**src/rtl/anita3_evt_pkg.sv**
```systemverilog
// Shared constants for the ANITA-3 event builder: record word layout,
// buffer count and FSM state encoding.
package anita3_evt_pkg;

  localparam logic [7:0] MAGIC = 8'hA3;

  localparam int REC_LEN     = 9;
  localparam int NUM_BUFFERS = 2;

  localparam logic [5:0] W_TYPE   = 6'd0;
  localparam logic [5:0] W_NUM_LO = 6'd1;
  localparam logic [5:0] W_NUM_HI = 6'd2;
  localparam logic [5:0] W_PPS    = 6'd3;
  localparam logic [5:0] W_CLK_LO = 6'd4;
  localparam logic [5:0] W_CLK_HI = 6'd5;
  localparam logic [5:0] W_L3_LO  = 6'd6;
  localparam logic [5:0] W_L3_HI  = 6'd7;
  localparam logic [5:0] W_CKSUM  = 6'd8;

  typedef enum logic [1:0] {
    ST_IDLE  = 2'd0,
    ST_WRITE = 2'd1,
    ST_DONE  = 2'd2
  } state_e;

endpackage

```
**src/rtl/anita3_event_builder.sv**
```systemverilog
// Packs an accepted trigger header into a 9-word record with checksum and
// writes it into one half of the double-buffered event RAM.
module anita3_event_builder
  import anita3_evt_pkg::*;
(
  input  logic        clk33_i,
  input  logic        rst_i,
  input  logic        evt_valid_i,
  output logic        evt_ready_o,
  input  logic [7:0]  evt_type_i,
  input  logic [31:0] evt_number_i,
  input  logic [15:0] evt_pps_i,
  input  logic [31:0] evt_clock_i,
  input  logic [31:0] evt_l3_i,
  input  logic        clear_evt_i,
  output logic [7:0]  event_wr_addr_o,
  output logic [15:0] event_wr_dat_o,
  output logic        event_wr_o,
  output logic        event_done_o,
  output logic        busy_o,
  output logic [1:0]  occupancy_o,
  output logic        err_underflow_o
);

  state_e      state_q, state_d;
  logic [5:0]  idx_q, idx_d;
  logic        wbuf_q, wbuf_d;
  logic [1:0]  occ_q, occ_d;
  logic        err_q, err_d;
  logic [7:0]  type_q, type_d;
  logic [31:0] number_q, number_d;
  logic [15:0] pps_q, pps_d;
  logic [31:0] clock_q, clock_d;
  logic [31:0] l3_q, l3_d;
  logic [15:0] cksum_q, cksum_d;

  logic [15:0] word;
  logic        accept;
  logic        occ_inc;
  logic        occ_dec;

  always_comb begin
    word = cksum_q;
    case (idx_q)
      W_TYPE:   word = {MAGIC, type_q};
      W_NUM_LO: word = number_q[15:0];
      W_NUM_HI: word = number_q[31:16];
      W_PPS:    word = pps_q;
      W_CLK_LO: word = clock_q[15:0];
      W_CLK_HI: word = clock_q[31:16];
      W_L3_LO:  word = l3_q[15:0];
      W_L3_HI:  word = l3_q[31:16];
      default:  word = cksum_q;
    endcase
  end

  assign evt_ready_o = (state_q == ST_IDLE) && (occ_q < 2'(NUM_BUFFERS));
  assign accept      = evt_valid_i & evt_ready_o;

  always_comb begin
    state_d  = state_q;
    idx_d    = idx_q;
    wbuf_d   = wbuf_q;
    cksum_d  = cksum_q;
    type_d   = type_q;
    number_d = number_q;
    pps_d    = pps_q;
    clock_d  = clock_q;
    l3_d     = l3_q;
    case (state_q)
      ST_IDLE: begin
        if (accept) begin
          type_d   = evt_type_i;
          number_d = evt_number_i;
          pps_d    = evt_pps_i;
          clock_d  = evt_clock_i;
          l3_d     = evt_l3_i;
          idx_d    = W_TYPE;
          cksum_d  = 16'h0000;
          state_d  = ST_WRITE;
        end
      end
      ST_WRITE: begin
        // The checksum word itself is never folded back into the sum.
        if (idx_q == 6'(REC_LEN - 1)) begin
          state_d = ST_DONE;
        end else begin
          cksum_d = cksum_q + word;
          idx_d   = idx_q + 6'd1;
        end
      end
      ST_DONE: begin
        wbuf_d  = ~wbuf_q;
        state_d = ST_IDLE;
      end
      default: state_d = ST_IDLE;
    endcase
  end

  // A fill and a release in the same cycle cancel; a release with nothing
  // held is dropped and flagged.
  always_comb begin
    occ_inc = (state_q == ST_DONE);
    occ_dec = clear_evt_i && (occ_q != 2'd0);
    occ_d   = occ_q + {1'b0, occ_inc} - {1'b0, occ_dec};
    err_d   = err_q | (clear_evt_i && (occ_q == 2'd0));
  end

  always_ff @(posedge clk33_i) begin
    if (rst_i) begin
      state_q  <= ST_IDLE;
      idx_q    <= 6'd0;
      wbuf_q   <= 1'b0;
      occ_q    <= 2'd0;
      err_q    <= 1'b0;
      cksum_q  <= 16'h0000;
      type_q   <= 8'h00;
      number_q <= 32'h0;
      pps_q    <= 16'h0;
      clock_q  <= 32'h0;
      l3_q     <= 32'h0;
    end else begin
      state_q  <= state_d;
      idx_q    <= idx_d;
      wbuf_q   <= wbuf_d;
      occ_q    <= occ_d;
      err_q    <= err_d;
      cksum_q  <= cksum_d;
      type_q   <= type_d;
      number_q <= number_d;
      pps_q    <= pps_d;
      clock_q  <= clock_d;
      l3_q     <= l3_d;
    end
  end

  assign event_wr_o      = (state_q == ST_WRITE);
  assign event_done_o    = (state_q == ST_DONE);
  assign event_wr_addr_o = (state_q == ST_IDLE) ? {1'b0, wbuf_q, 6'd0} : {1'b0, wbuf_q, idx_q};
  assign event_wr_dat_o  = (state_q == ST_WRITE) ? word : 16'h0000;
  assign busy_o          = ~evt_ready_o;
  assign occupancy_o     = occ_q;
  assign err_underflow_o = err_q;

endmodule

```
**config.mk**
```make
export PLATFORM = sky130hd
export DESIGN_NAME = anita3_event_builder
export DESIGN_NICKNAME = d
export VERILOG_FILES = /design/src/rtl/anita3_evt_pkg.sv /design/src/rtl/anita3_event_builder.sv
export SDC_FILE = /design/constraint.sdc
export NUM_CORES = 1
export LEC_CHECK = 0
export CAP_MARGIN = 20
export CORE_UTILIZATION = 51
export CTS_CLUSTER_SIZE = 10
export DETAILED_ROUTE_END_ITERATION = 8
export PLACE_DENSITY = 0.84
export RECOVER_POWER = 100
export SYNTH_ARGS = -nofsm -noshare
export SYNTH_HDL_FRONTEND = slang
export SYNTH_SLANG_ARGS = --single-unit
```
**constraint.sdc**
```tcl
create_clock -name clk33_i -period 4.2 [get_ports clk33_i]
set_input_delay 1.05 -clock clk33_i [delete_from_list [all_inputs] [get_ports clk33_i]]
set_output_delay 1.05 -clock clk33_i [all_outputs]
set_load 0.05 [all_outputs]
```
Word level (Yosys, flattened, before mapping)
Cells that the tools add are included.
{"block": "word_totals", "reg_bits": 148, "out_inout_bits": 31, "inputBits": 124, "elab_cells": 56}
{"block": "op_classes", "n_addsub": 4, "eq_ne": 13, "muxes": 12, "reduce_logical": 11, "bitwise_logic": 4, "magnitude_cmp": 1}
{"cell": "$pmux 16 s8", "count": 1}
{"cell": "$mux 16", "count": 3}
{"cell": "$pmux 16 s2", "count": 1}
{"cell": "$eq 6x3->1 const B", "count": 4}
{"cell": "$mux 6", "count": 3}
{"cell": "$add 16x16->16", "count": 1}
{"cell": "$eq 6x2->1 const B", "count": 2}
{"cell": "$pmux 6 s2", "count": 1}
{"cell": "$add 6x1->6 const B", "count": 1}
{"cell": "$eq 6x1->1 const B", "count": 1}
{"cell": "$eq 6x4->1 const B", "count": 1}
{"cell": "$logic_not 6->1", "count": 1}
{"cell": "$logic_not 2->1", "count": 2}
{"cell": "$mux 2", "count": 2}
{"cell": "$ne 2x2->1 const B", "count": 2}
{"cell": "$pmux 2 s2", "count": 1}
{"cell": "$reduce_and 2->1", "count": 2}
{"cell": "$reduce_bool 2->1", "count": 2}
{"cell": "$logic_and 1x1->1", "count": 3}
{"cell": "$reduce_and 3->1", "count": 1}
{"cell": "$add 2x1->2", "count": 1}
{"cell": "$eq 2x1->1 const B", "count": 1}
{"cell": "$eq 2x2->1 const B", "count": 1}
{"cell": "$lt 2x2->1 const B", "count": 1}
{"cell": "5 further kinds", "count": 6}

Logic depth before layout (Yosys ltp)
{"block": "logic_depth", "ltp_word": 5, "mapped_depth": 16}

Least setup slack after synthesis
OpenSTA, ideal clock, no wires.
{"block": "synth_timing", "kind": "register -> output", "startpoint": "register idx_q[0]", "endpoint": "output port event_wr_dat_o[1]", "stages_incl_launch_ff": 9, "required_time_ns": 3.150, "arrival_time_ns": 2.389, "path_slack_ns": 0.761, "cell_sequence": "dfxtp_1 > ha_1 > clkbuf_1 > o41ai_2 > buf_4 > a222oi_1 > nand3_1 > a221oi_2 > nor2_1"}
{"block": "synth_between", "elab_chain_len": 3, "word_cells_on_any_way": 10, "classes_between": "7 x eq/ne; 2 x mux; 1 x reduce/logical"}
{"element": "from (decl)", "line": "anita3_event_builder.sv:26", "source": "logic [5:0] idx_q, idx_d;"}
{"element": "from (signal assigned)", "line": "anita3_event_builder.sv:124", "source": "idx_q <= idx_d;"}
{"element": "$eq 6x3->1, or another cell as far along", "line": "anita3_event_builder.sv:44", "source": "case (idx_q)"}
{"element": "$pmux 16 s8 (*)", "line": "anita3_event_builder.sv:44"}
{"element": "$mux 16 (*)", "line": "anita3_event_builder.sv:140", "source": "assign event_wr_dat_o = (state_q == ST_WRITE) ? word : 16'h0000;"}
{"element": "to (decl)", "line": "anita3_event_builder.sv:17", "source": "output logic [15:0] event_wr_dat_o,"}
Every way passes the cells marked *; elsewhere a longest branch is shown, timed or not.

Worst setup path in the final report
{"block": "layout_timing", "startpoint": "register idx_q[5]", "endpoint": "output port event_wr_dat_o[6]"}
The elaborated chain is that of the path after synthesis.

==> out/metrics.sh <==
STATUS='complete, but fails checks'
VIOLATIONS='max-capacitance violations, max-slew violations'
CLOCKROOTBUFFER='clkbuf_16'
SETUP_VIOL=0
RSZ_0062_RAISED_AFTER_GLOBAL_ROUTING='no'
CTS.HTREE.LEVELS=4
CRITICALPATHCATEGORY='flop to output port'
MAXCAPVIOLCOUNT=1
POST-ROUTE-UTIL_PCT=69.1
MAX-VDD-IR-DROP_mV=0.292
DIE-AREA_SQ_UM=14300
SYN_NETS=1059
DRT_ITER0_MARKERS=901
SYNTH_ENABLE_FLOP_CELLS=0
ANT_NETS=0
CRIT_PATH_END_KIND='output port'
DRCVIOLATIONCOUNT=0
INSERTION_DELAY_NS=0.43
YS_TYPES=53
CLOCK_TREE_FROM_TRITONCTS='yes'
TOTAL_DETAILED_ROUTING_WIRELENGTH_MICRONS=22400
CRITICAL_PATH.STARTPOINT_TYPE='flop'
TIMING_HOLD_VIOLATIONS_FINAL=0
INITIAL_CORE_UTILIZATION_PCT=52.7
WORSTSETUPSTARTPOINT='idx_q[5]'
SYN_AVG_CELL_AREA_SQ_UM=7.72
PLACEMENT.IO_BUFFERS=153
FINAL_CRITICAL_PATH_SETUP_SLACK_NS=0.167
GP_CONGESTION=0.993
CTS_HOLD_BUFFERS=0
POST-PLACE-WS_NS=0.387
ROWS=42
SYNTH.YOSYS.WARNINGS=0
CRITICAL_PATH_REQUIRED_NS=3.15
HIGHEST_NET_FANOUT_ALONG_THE_WORST_PATH=9
DRIVE_GT1_SHARE_PCT=6.09
REG2REG_FROM='idx_q[1]'
MIN-DELAY-START='pps_q[9]'
FINAL-MAX-SLEW-VIOLATION-COUNT=47
WORSTMARGINPINSLEW_NS=2.03
WIRE_LENGTH_OF_THE_FIRST_GLOBAL_ROUTING_PASS_MICRONS=35100
FMAX_MHz=248
NUMBER_OF_SYNTHESIZED_REGISTER_BITS=148
TOTAL_LEAKAGE_POWER_nW=3.65
POST_CTS_RESIZE_COUNT=0
WIRE_PER_INST_MICRONS=18.5
FINALCLOCKSKEW_NS=0.00779
CLOCKBUFFERDEPTH=2
CLK_PIN_SLEW_NS=0.06
DIE_W_MICRONS=119
GRT_START_MAX_NET_PINS=84
AREAGROWTHSYNTHTOFINISH_PCT=31.1
HPWL_MICRONS=16700
AREA_OF_THE_MAPPED_NETLIST_SQ_UM=7030
CTS_MADE_BUFFERS=17
DOMINANTREGCELLSYNTH='dfxtp_1'
POST_LAYOUT_NONFILLER_INSTANCES=1211
WORSTHOLDPATHTYPE='flop to flop'
FINALCRITICALPERIOD_NS=4.03
SYNTH_ASYNC_SR_FLOP_SHARE_PCT=0
VIAS=7047
ARRIVAL_NS=2.98
DP_CELLS=1180
SETUP_TNS_NS=0
FINAL_MIN_PERIOD_OVER_CLOCK_PERIOD_PCT=96.0
GRT_REMAINING_OVERFLOW=0
ANTENNA_CELLS_INSERTED=0
GRT_PASS1_VIAS=6699
SYNTH_SEQ_AREA_SHARE_PCT=42.1
POST-CTS-SETUP-BUFFER-COUNT=0
SLEW-LIMIT-HEADROOM_PCT=-35.6
POST_DRT_VIA_CELL_RATIO=5.82
CORE_AREA_SQ_UM=13300
ANTENNA_FOUND_INITIAL=0
POWER_mW=4.16
SYNTH_CELLS=911
DIEHEIGHT_MICRONS=119
FINISH.NET_COUNT=1171
GR-USAGE-ALL-LAYERS_PCT=32.2
PIN_COUNT=155
CELLPOWERDENSITY_nW_PER_UM2=451
CLOCK_SINKS=148
DRT_PRE_ANTENNA_ITERS=9
[kinds of logic (layout without fill, tap and decap cells)]
logic type | after synthesis | in the layout | synth area share, %
and+or+nand+nor | 397 | 397 | 24.6
other | 1 | 1 | 0.0533
xor gates and xnor gates | 14 | 14 | 1.74
DFF | 148 | 148 | 42.1
adders and majority gates | 24 | 24 | 4.38
AOI/OAI and AO/OA | 244 | 244 | 21.7
muxes | 1 | 1 | 0.142
buffers and inverters | 82 | 206 | 5.28
[per-stage QoR]
stage / hold slack (ns) / cell area (sq um)
2_1_floorplan: 0.432 / 7030
3_3_place_gp: 0.443 / 8700
3_5_place_dp: 0.447 / 8700
4_1_cts: 0.455 / 9250
5_1_grt: 0.474 / 9220
6_report: 0.454 / 9220
[cell usage in the layout (no fill, tap or decap), drive strengths merged, types with 2 or more instances in the layout]
cell,Yosys,routed
nand4,4,4
a221o,5,5
a211oi,3,3
a32o,2,2
o41ai,2,2
nand3,26,26
ha,23,23
a211o,6,6
a22oi,30,30
a31oi,2,2
o21ai,14,14
and3,6,6
nor2b,7,7
xor2,5,5
nor2,17,17
a21oi,144,144
nor3b,3,3
nor3,13,13
clkdlybuf4s50,0,122
nand3b,5,5
nand2b,2,2
clkinv,0,3
a222oi,12,12
dlygate4sd3,0,14
a21o,8,8
o21a,3,3
inv,12,15
nor4,2,2
nand2,282,282
xnor2,9,9
buf,25,22
clkinvlp,0,3
o21bai,2,2
dfxtp,148,148
a221oi,5,5
and2,24,24
clkbuf,45,26
or3,5,5
[critical path, cell delays in order, from the launching register on]
cell     delay, ns
dfxtp_1       0.41
nor4_2        0.58
and2_0        0.47
buf_4         0.23
a22oi_1       0.10
nand3_1       0.14
a221o_1       0.19
and2_0        0.26
buf_12        0.17
[registers in the layout, indices dropped and copies added, names as in the netlist]
signal,count
number_q,32
occupancy_o,2
cksum_q,16
clock_q,32
type_q,8
l3_q,32
idx_q,6
pps_q,16
err_underflow_o,1
wbuf_q,1
state_q,2
[Yosys cell counts, types with 7 or more instances]
cell	instances	area (sq um)
xnor2_1	9	78.8
nor2_1	17	63.8
buf_2	15	75.1
inv_1	12	45.0
a222oi_1	12	120
and2_1	23	144
o21ai_0	13	65.1
nor3_1	11	55.1
clkbuf_1	45	169
ha_1	23	288
a21o_1	8	60.1
a21oi_1	144	721
a22oi_1	30	225
nand2_1	282	1060
nor2b_1	7	43.8
dfxtp_1	148	2960
nand3_1	26	130
buf_4	8	60.1
[final cells by class]
class | count | area, sq um
tap | 176 | 220
timing repair buffer | 163 | 1740
sequential | 148 | 2960
clock inverter | 10 | 101
fill | 1110 | 4130
clock buffer | 21 | 450
inverter | 12 | 45.0
multi-input combinational | 681 | 3700
[power breakdown]
part | switching (mW) | internal (mW)
Combinational | 0.632 | 0.398
Sequential | 0.136 | 1.56
Clock | 0.603 | 0.832
[per-layer routing]
metal | global-route usage (%) | vias to the layer above | wire length, microns
li1 | - | 3352 | -
met4 | 14.1 | 0 | 737
met5 | 0 | - | 0
met3 | 5.70 | 56 | 1730
met2 | 52.7 | 352 | 10600
met1 | 41.5 | 3287 | 9330
[worst paths after layout]
path | slack (ns) | cells after the start | end
max reg2reg | 0.24 | 13 | cksum_q[13]
min reg2reg | 0.45 | 2 | pps_q[9]
min | 0.45 | 2 | pps_q[9]
max | 0.17 | 8 | event_wr_dat_o[6]
Power figures use the tool's default switching activity.
